===== config.mk =====
export PLATFORM = sky130hd
export DESIGN_NAME = sum_pipeline
export DESIGN_NICKNAME = d
export VERILOG_FILES = /design/src/rtl/sum_pipeline.sv
export SDC_FILE = /design/constraint.sdc
export NUM_CORES = 1
export LEC_CHECK = 0
export CORE_MARGIN = 3
export CORE_UTILIZATION = 50
export DETAILED_ROUTE_END_ITERATION = 6
export GPL_TIMING_DRIVEN = 1
export PLACE_DENSITY = 0.82
export SLEW_MARGIN = 20
export SYNTH_ARGS = -nofsm -noshare
export SYNTH_HDL_FRONTEND = slang
export SYNTH_SLANG_ARGS = --single-unit

===== constraint.sdc =====
create_clock -name clk -period 2.1 [get_ports clk]
set_input_delay 0.42 -clock clk [delete_from_list [all_inputs] [get_ports clk]]
set_output_delay 0.42 -clock clk [all_outputs]
set_load 0.03 [all_outputs]

===== src/rtl/sum_pipeline.sv =====
// Two-stage handshake pipeline that finishes a prefix-carry addition from per-bit g/p/h cells.
// Optional OVERFLOW_FLAG_EN macro adds a registered signed-overflow output ovf.
module sum_pipeline #(
    parameter int WIDTH = 6
) (
    input  logic             clk,
    input  logic             rst_n,
    input  logic [WIDTH-1:0] g,
    input  logic [WIDTH-1:0] p,
    input  logic [WIDTH-1:0] h,
    input  logic             cin,
    input  logic             in_valid,
    output logic             in_ready,
    output logic [WIDTH-1:0] sum,
    output logic             cout,
`ifdef OVERFLOW_FLAG_EN
    output logic             ovf,
`endif
    output logic             out_valid,
    input  logic             out_ready
);

    function automatic logic [WIDTH:0] carry_chain(
        input logic [WIDTH-1:0] gv,
        input logic [WIDTH-1:0] pv,
        input logic             c0
    );
        logic [WIDTH:0] c;
        c    = {(WIDTH+1){1'b0}};
        c[0] = c0;
        for (int i = 0; i < WIDTH; i++) begin
            c[i+1] = gv[i] | (pv[i] & c[i]);
        end
        return c;
    endfunction

    logic             s1_valid_q, s1_valid_d;
    logic [WIDTH-1:0] g_q, g_d, p_q, p_d, h_q, h_d;
    logic             cin_q, cin_d;
    logic             s2_valid_q, s2_valid_d;
    logic [WIDTH-1:0] sum_q, sum_d;
    logic             cout_q, cout_d;
`ifdef OVERFLOW_FLAG_EN
    logic             ovf_q, ovf_d;
`endif
    logic             s2_load_s, s1_move_s, in_ready_s, s1_accept_s;
    logic [WIDTH:0]   carry_s;

    // Handshake: S2 frees up when empty or drained; S1 can accept when it empties the same cycle.
    always_comb begin
        s2_load_s   = ~s2_valid_q | out_ready;
        s1_move_s   = s1_valid_q & s2_load_s;
        in_ready_s  = ~s1_valid_q | s2_load_s;
        s1_accept_s = in_valid & in_ready_s;
    end

    assign in_ready  = in_ready_s;
    assign out_valid = s2_valid_q;
    assign sum       = sum_q;
    assign cout      = cout_q;
`ifdef OVERFLOW_FLAG_EN
    assign ovf       = ovf_q;
`endif

    // Stage 1 next state: capture a new operand set, or go empty once its contents move on.
    always_comb begin
        s1_valid_d = s1_valid_q;
        g_d        = g_q;
        p_d        = p_q;
        h_d        = h_q;
        cin_d      = cin_q;
        if (s1_accept_s) begin
            s1_valid_d = 1'b1;
            g_d        = g;
            p_d        = p;
            h_d        = h;
            cin_d      = cin;
        end else if (s1_move_s) begin
            s1_valid_d = 1'b0;
        end else begin
            s1_valid_d = s1_valid_q;
        end
    end

    // Stage 2 next state: resolve carries from stage 1; data holds whenever nothing new arrives.
    always_comb begin
        carry_s    = carry_chain(g_q, p_q, cin_q);
        s2_valid_d = s2_valid_q;
        sum_d      = sum_q;
        cout_d     = cout_q;
`ifdef OVERFLOW_FLAG_EN
        ovf_d      = ovf_q;
`endif
        if (s2_load_s) begin
            s2_valid_d = s1_valid_q;
            if (s1_valid_q) begin
                sum_d  = h_q ^ carry_s[WIDTH-1:0];
                cout_d = carry_s[WIDTH];
`ifdef OVERFLOW_FLAG_EN
                ovf_d  = carry_s[WIDTH] ^ carry_s[WIDTH-1];
`endif
            end else begin
                sum_d  = sum_q;
                cout_d = cout_q;
            end
        end else begin
            s2_valid_d = s2_valid_q;
        end
    end

    // Pipeline registers; reset empties both stages and clears the result.
    always_ff @(posedge clk or negedge rst_n) begin
        if (!rst_n) begin
            s1_valid_q <= 1'b0;
            g_q        <= {WIDTH{1'b0}};
            p_q        <= {WIDTH{1'b0}};
            h_q        <= {WIDTH{1'b0}};
            cin_q      <= 1'b0;
            s2_valid_q <= 1'b0;
            sum_q      <= {WIDTH{1'b0}};
            cout_q     <= 1'b0;
`ifdef OVERFLOW_FLAG_EN
            ovf_q      <= 1'b0;
`endif
        end else begin
            s1_valid_q <= s1_valid_d;
            g_q        <= g_d;
            p_q        <= p_d;
            h_q        <= h_d;
            cin_q      <= cin_d;
            s2_valid_q <= s2_valid_d;
            sum_q      <= sum_d;
            cout_q     <= cout_d;
`ifdef OVERFLOW_FLAG_EN
            ovf_q      <= ovf_d;
`endif
        end
    end

endmodule


==> results.py <==
metrics = {
    "outcome": {
        "status": "complete, no violations",
    },
    "critical_path": {
        "endpoint_class_of_the_critical_path": "output port",
        "crit-reg2reg-launch": "cin_q$_DFFE_PN0P_",
        "criticalPathCategory": "register to output port",
        "timing.critical_path.buf_inv": 1,
        "path_cells": "clkdlybuf4s50_1",
        "r2r_end": "sum[4]$_DFFE_PN0P_",
        "r2r_slack_ns": 0.63,
        "critical_path_required_ns": 1.68,
        "slowest_delay_ns": 0.67,
        "critical_path_arrival_ns": 1.40,
        "crit_path_start_kind": "register",
        "critical_path_cell_with_the_highest_stage_delay": "clkdlybuf4s50_1",
        "cpLargestDelayFamily": "buffers and inverters",
        "worstRegToRegCells": 4,
        "crit_path_max_fanout": 2,
    },
    "global_route": {
        "first_global_vias": 802,
        "grt_max_degree": 29,
        "number_of_antenna_violations_at_the_first_check_in_global_routing": 0,
        "grt_remaining_overflow": 0,
        "global_route_wire_length_before_repair_um": 3570,
        "gr-usage-all-layers_pct": 17.1,
    },
    "power_and_ir_drop": {
        "cellLeakagePower_nw": 0.669,
        "ir_worst_vdd_mv": 0.637,
        "combinationalPowerShare_pct": 31.1,
        "power_frac_clock_pct": 18.7,
        "cell_internal_pwr_w": 0.000971,
        "power.density_nw_per_um2": 884,
        "seq_power_share_pct": 50.2,
        "netSwitchingFraction_pct": 31.1,
        "switching_power_w": 0.000438,
    },
    "synthesis": {
        "synthSimpleGateAreaFrac_pct": 8.80,
        "synth_mux_area_share_pct": 18.7,
        "synth_cell_type_count": 26,
        "synth.ff_latch_count": 28,
        "syn_avg_cell_area_um2": 13.1,
        "dominant_combinational_cell_family_by_area_after_synthesis": "multiplexers",
        "syn-instance-count": 91,
        "synth_xor_xnor_area_share_pct": 2.93,
        "synth_sequential_area_ratio_pct": 58.6,
        "post_synth_instance_area_um2": 1190,
        "yosysWarnings": 0,
        "synth_area_in_compound_gates_pct": 9.32,
        "mappedNetlistNets": 114,
        "yosys.area_share.adder_pct": 0,
    },
    "drt": {
        "first_iter_violations": 12,
        "post-route-drc-count": 0,
        "average_detailed_routed_wire_length_per_instance_um": 14.5,
        "detail-route-antenna-nets": 0,
        "drt-pass1-iter-count": 4,
        "wirelength_um": 2250,
        "dr_total_vias": 817,
        "mean_number_of_vias_per_cell": 5.27,
    },
    "clocking": {
        "cts_max_level": 1,
        "cts_resized": 0,
        "cts_inserted_buffers": 3,
        "buffer_type_at_the_clock_tree_root": "clkbuf_4",
        "tritoncts_clock_tree": "built",
        "clk_transition_reported_paths_ns": 0.14,
        "post_cts_hold_buffer_count": 0,
        "post-cts-setup-buffers": 0,
        "cts.sinks": 28,
        "clk_path_buf_depth": 2,
        "clk-insertion-delay-late_ns": 0.33,
    },
    "run": {
        "maxCapViolations": 0,
    },
    "die": {
        "placementRows": 17,
        "design.die.area_um2": 3010,
        "initial_utilization_pct": 53.5,
        "chipWidth_um": 54.9,
        "floorplan.die.height_um": 54.9,
        "ios": 32,
        "fp.coreArea_um2": 2230,
    },
    "min_path": {
        "class_of_the_tightest_hold_or_removal_check": "primary input to async pin",
    },
    "sta": {
        "tns_ns": 0,
        "fin_crit_ns": 1.82,
        "skew_ns": 0.00438,
        "setup_slack_ns": 0.279,
        "timing.final.setup_violations": 0,
        "maxSlewViolCount": 0,
        "finalHoldViolations": 0,
        "max_slew_margin_pct": 75.5,
        "final_worst_path_cycle_share_pct": 86.7,
        "maxClockFrequency_mhz": 549,
        "rsz0062_at_grt": "false",
        "tightestPinTransition_ns": 0.364,
    },
    "cells_and_area": {
        "most_frequent_standard_cell_in_the_layout_excluding_fill_and_tap_cells": "clkdlybuf4s50_1",
        "num_antenna_cells": 0,
        "layout-area-overhead-vs-synth_pct": 33.4,
        "design.final.nets": 151,
        "n_fill_cell": 167,
        "final_cell_mix": "clkdlybuf4s50_1, dfrtp_1, mux2_2",
        "final_layout_size_suffix_gt1_share_pct": 26.0,
        "layout.core_utilization_pct": 71.4,
    },
    "placed_design": {
        "dp.final_hpwl_um": 1690,
        "detailedPlace.worstSlack_ns": 0.251,
        "port-buffer-count": 31,
        "place.gp.congestion": 0.687,
    },
}
[stage by stage]
step	power (W)	std cells	instance area, um2	hold slack (ns)
floorplan	0.000965	91	1190	0.124
global placement	0.00114	151	1560	0.461
detailed placement	0.00116	151	1560	0.472
CTS	0.00142	155	1590	0.443
global route	0.00148	155	1590	0.476
finish	0.00141	155	1590	0.438
[Yosys cell counts (all sizes together)]
| library cell | instances | area share (%) |
|---|---|---|
| dfrtp | 28 | 59 |
| mux2 | 19 | 18 |
| nand2 | 8 | 2.7 |
| o21ai | 6 | 2.5 |
| a21oi | 3 | 1.3 |
| nor2 | 3 | 0.94 |
| nor2b | 3 | 2.2 |
| xnor2 | 3 | 2.2 |
| nand2b | 2 | 1.0 |
| nor3 | 2 | 0.84 |
| a2111o | 1 | 0.94 |
| a211oi | 1 | 1.0 |
| a21o | 1 | 0.73 |
| a31oi | 1 | 0.52 |
| and3 | 1 | 0.52 |
| buf | 1 | 0.94 |
| clkbuf | 1 | 0.31 |
| inv | 1 | 0.31 |
| mux2i | 1 | 0.84 |
| o21bai | 1 | 0.94 |
| o311ai | 1 | 0.73 |
| o31ai | 1 | 0.63 |
| or2 | 1 | 0.52 |
| xor2 | 1 | 0.73 |
[state kept, by name, indices dropped and copies added (netlist names)]
register	count
cout	1
p_q	6
cin_q	1
sum	6
out_valid	1
g_q	6
s1_valid_q	1
h_q	6
[power by group through the flow]
stage               clock network (W)  registers (W)  logic [W]
finish                       0.000263       0.000707   0.000438
global route                 0.000286       0.000722   0.000476
CTS                          0.000269       0.000709   0.000444
detailed placement                  0       0.000720   0.000442
global placement                    0       0.000711   0.000432
floorplan                           0       0.000792   0.000173
[layer usage]
layer / share of wire [%] / wire length (um) / global-route usage (%)
met5: 0 / 0 / 0
met4: 1.9 / 42 / 8.71
met3: 5.0 / 113 / 3.81
met2: 50 / 1120 / 27.8
met1: 43 / 972 / 21.3
[layout make-up]
cell class / instances / area [um2] / area share [%]
clock buffers: 4 / 36.3 / 2.28
well taps: 28 / 35.0 / 2.20
inverters: 1 / 3.75 / 0.235
repair buffers: 34 / 343 / 21.5
multi-input cells: 60 / 475 / 29.8
flip-flops and latches: 28 / 701 / 44.0
[worst reg2reg max path: cells and delay by family, from the launching register on]
family,cells,cell delay [ns]
AOI/OAI and AO/OA,4,0.93
DFF,1,0.46
[logic make-up after synthesis]
family / after synthesis
AO/OA/AOI/OAI: 16
XOR/XNOR: 4
buffers and inverters: 3
flip-flops: 28
multiplexers: 20
AND/OR/NAND/NOR: 20
[how the worst max path moves through the flow]
stage / from / to / slack, ns / cells past startpoint
after floorplan: out_valid$_DFFE_PN0P_ / g_q[0]$_DFFE_PN0P_ / 0.29 / 5
after global placement: out_ready / h_q[2]$_DFFE_PN0P_ / 0.28 / 6
after detailed placement: out_ready / p_q[3]$_DFFE_PN0P_ / 0.25 / 6
after CTS: out_valid$_DFFE_PN0P_ / out_valid / 0.27 / 1
after global routing: sum[5]$_DFFE_PN0P_ / sum[5] / 0.23 / 1
final: sum[5]$_DFFE_PN0P_ / sum[5] / 0.28 / 1
(Power assumes the default switching activity.)
==> RTL edit 1, RTL diff (config.mk and constraints unchanged) <==
The option `OVERFLOW_FLAG_EN` is turned on by a define.
--- a/src/rtl/sum_pipeline.sv
+++ b/src/rtl/sum_pipeline.sv
@@ -1,5 +1,7 @@
 // Two-stage handshake pipeline that finishes a prefix-carry addition from per-bit g/p/h cells.
 // Optional OVERFLOW_FLAG_EN macro adds a registered signed-overflow output ovf.
+`define OVERFLOW_FLAG_EN
+
 module sum_pipeline #(
     parameter int WIDTH = 6
 ) (
Function (old outputs only; new: ovf): kept (Yosys induction, for registers that start in step).
==> RTL edit 1 against the original RTL <==
  * First-iteration DRC count is the same
  * Synthesized area grew 4.7%
  * Design area grew 5.3%
  * Synthesized cell count grew 7.7%
  * Non-clock buffer count grew 1
  * Critical path depth is the same
  * Wire length is essentially flat
  * Via count grew 7.8%
  * Worst setup slack gained 0.051 ns
  * Clock power grew 29%
  * Die area grew 4.2%
  * Total power grew 9.9%
  * Sequential cell count grew 1
  * Largest cell class unchanged
==> RTL edit 1: results (changes against the original RTL) <==
stage,metric,value,unit,change
cts,clk_pin_slew,0.09,ns,-0.05 ns
pwr,clockPowerShare,21.8,%,+3.1 points
final_layout,multi_input_area,503,um^2,+5.8%
global_routing,grt_pass1_vias,868,,+8.2%
final_layout,multi_input_gates,65,,+8.3%
placement,io_buffers,32,,+3.2%
critical_path,setup.worst_path.start,cout,,
cts,numCtsBuffers,5,,+2
global_routing,grt_use_total,16.8,%,-0.38 points
placement,dp_hpwl,1660,um,-1.7%
global_routing,grt_max_degree,30,,+3.4%
pwr,power.leakage,0.000712,uW,+6.5%
logic_synthesis,yosys-top-cells-count,"dfrtp_1, mux2_2, nand2_1",,
critical_path,worst_setup_path_endpoint,cout,,
final_layout,clk_share,3.28,%,+1.0 points
critical_path,arrival,1.35,ns,-0.05 ns
status,outcome,"finished, final reports clean",,
pwr,switching_power,484,uW,+11%
timing,slew_headroom,76.1,%,+0.62 points
drt,wl_met3,168,um,+49%
final_layout,nonClockInverterCount,2,,+1
final_layout,drive_gt1_share,25.4,%,-0.62 points
final_layout,final-nonclk-buf-share,21.0,%,-0.49 points
cts,cts_max_level,2,,+1
drt,num_vias,881,,+7.8%
pwr,powerComb,477,uW,+8.9%
timing,skew,0.00368,ns,-0.000703 ns
placement,gp_congestion,0.720,,+4.8%
logic_synthesis,synthTopCellsByArea,"dfrtp_1, mux2_2, nand2_1",,
drt,drt_iter0_drc,12,,unchanged
global_routing,grt_use_met2,25.7,%,-2.0 points
logic_synthesis,synth.distinct_cells,30,,+15%
logic_synthesis,yosysSeqAreaShare,58.0,%,-0.64 points
drt,wl_per_cell,13.6,um,-6.5%
min_path,hold_path.class,input pin to asynchronous set/reset pin,,
drt,wl_met1,938,um,-3.5%
global_routing,grt_use_met3,7.66,%,+3.8 points
logic_synthesis,synth_nets,121,,+6.1%
final_layout,sh_seq_area,43.2,%,-0.74 points
final_layout,layout.nets,161,,+6.6%
final_layout,fillerInstances,173,,+3.6%
final_layout,non_clock_buffer_count,35,,+2.9%
drt,wl_met2,1080,um,-3.9%
critical_path,cp_slowest_stage_delay,0.67,ns,about the same
final_layout,clock_buffers,7,,+3
global_routing,grt_pass1_wl,3920,um,+9.7%
global_routing,grtUsageMet1,19.0,%,-2.2 points
cts,cts_num_sinks,29,,+3.6%
pwr,ir_worst_vdd,0.653,mV,+2.4%
==> RTL edit 1: kinds of logic after synthesis <==
group	count (synthesis)	share of synthesized area, %
AOI/OAI and AO/OA	17	9.60
muxes	20	17.9
buffers and inverters	4	1.80
and+or+nand+nor	24	9.90
DFF	29	58.0
xor gates and xnor gates	4	2.80
==> RTL edit 1: worst min path at each step <==
stage	from	to	slack, ns	depth (start not counted)
6_report	rst_n	cout	0.49	2
5_1_grt	rst_n	sum[0]	0.50	2
4_1_cts	rst_n	sum[2]	0.49	2
3_5_place_dp	sum[1]	sum[1]	0.47	2
3_3_place_gp	sum[3]	sum[3]	0.46	2
2_1_floorplan	rst_n	cin_q	0.12	0
==> RTL edit 1: through the flow <==
step	setup WS, ns	hold slack (ns)	instances	total power (uW)	area (um^2)
floorplan	0.289	0.124	98	1020	1250
global placement	0.284	0.461	159	1210	1620
global route	0.272	0.503	166	1650	1680
detailed placement	0.250	0.470	159	1230	1620
finish	0.330	0.487	166	1550	1680
CTS	0.304	0.489	166	1570	1680
==> RTL edit 2, RTL diff (same flow settings) <==
Made on the original files. Reset style: synchronous (`rst_n`), changed in one clocked block.
--- a/src/rtl/sum_pipeline.sv
+++ b/src/rtl/sum_pipeline.sv
@@ -109,7 +109,7 @@
     end
 
     // Pipeline registers; reset empties both stages and clears the result.
-    always_ff @(posedge clk or negedge rst_n) begin
+    always_ff @(posedge clk) begin
         if (!rst_n) begin
             s1_valid_q <= 1'b0;
             g_q        <= {WIDTH{1'b0}};
Function: differs if rst_n is asserted again (counterexample within 4 cycles, from zero or initial values and one cycle with rst_n low); with rst_n held inactive, the same outputs for 10 cycles.
==> RTL edit 2 against the original RTL <==
  * Highest routed layer unchanged
  * Clock skew up 0.0030 ns
  * Sequential cell count stayed put
  * Synthesized cell count is 54% higher
  * Synthesized area is 2.1% higher
  * Via count grew 31%
  * Count of clock-buffer cells in the layout is the same
  * Wire length is 21% higher
  * Worst hold slack improved by 0.037 ns
  * Worst setup slack got worse by 0.027 ns
  * Design area down 0.47%
Power is not compared: it rests on default switching activity, and its combinational part moved more than twofold at a synthesized area within 25%.
==> RTL edit 2: results (changes against the original RTL) <==
stage,metric,value,unit,change
final_layout,multi_input_area,621,um^2,+31%
final_layout,fillerInstances,181,,+8.4%
final_layout,largestClassByArea,multi-input combinational cells,,
floorplan,start_util,54.1,%,+0.61 points
drt,wl_met1,1170,um,+20%
logic_synthesis,yosys-top-cells-count,"nand2_1, dfxtp_1, a21boi_0",,
logic_synthesis,synthTopCellsByArea,"dfxtp_1, nand2_1, a21boi_0",,
final_layout,clk_share,2.29,%,+0.011 points
logic_synthesis,synth_nets,163,,+43%
logic_synthesis,synth_compound_area_share,23.4,%,+14 points
drt,wl_met2,1410,um,+25%
placement,dp_hpwl,2060,um,+22%
min_path,hold_path.class,flop to flop,,
global_routing,grt_use_total,18.4,%,+1.3 points
critical_path,cp_slowest_stage_delay,0.69,ns,+0.02 ns
critical_path,arrival,1.43,ns,+0.03 ns
drt,drt_iter0_drc,19,,+7
logic_synthesis,async_reset_ff_share,0,%,-100 points
final_layout,final-nonclk-buf-share,20.8,%,-0.69 points
status,outcome,"finished, final reports clean",,
final_layout,layout.nets,196,,+30%
global_routing,grt_max_degree,20,,-31%
final_layout,seqCellArea,561,um^2,-20%
critical_path,cp_max_fo,3,,+1
final_layout,multi_input_gates,105,,+75%
timing,slew_headroom,68.3,%,-7.2 points
## RTL edit 2: cell types whose count changed after synthesis, moves of 3 or more
cell	unedited run	this run
dfrtp_1	28	0
mux2_2	19	0
nand2_1	7	43
dfxtp_1	0	28
a21boi_0	0	11
a21boi_1	0	8
o21ai_0	6	3
nand3_1	0	5
nand4_1	0	3
## RTL edit 2: final timing paths
path	startpoint	to	slack (ns)
max	out_valid	out_valid	0.25
min	p_q[2]	p_q[2]	0.48
max reg2reg	out_valid	h_q[2]	0.83
min reg2reg	p_q[2]	p_q[2]	0.48
## RTL edit 2: metrics by stage
step | worst slack (ns) | std cells | instance area, um^2 | power [uW]
after global placement | 0.339 | 196 | 1550 | 765
after global routing | 0.195 | 200 | 1590 | 1080
after floorplan | 0.734 | 140 | 1220 | 691
final | 0.252 | 200 | 1590 | 1030
after detailed placement | 0.255 | 196 | 1550 | 772
after CTS | 0.251 | 200 | 1590 | 1030
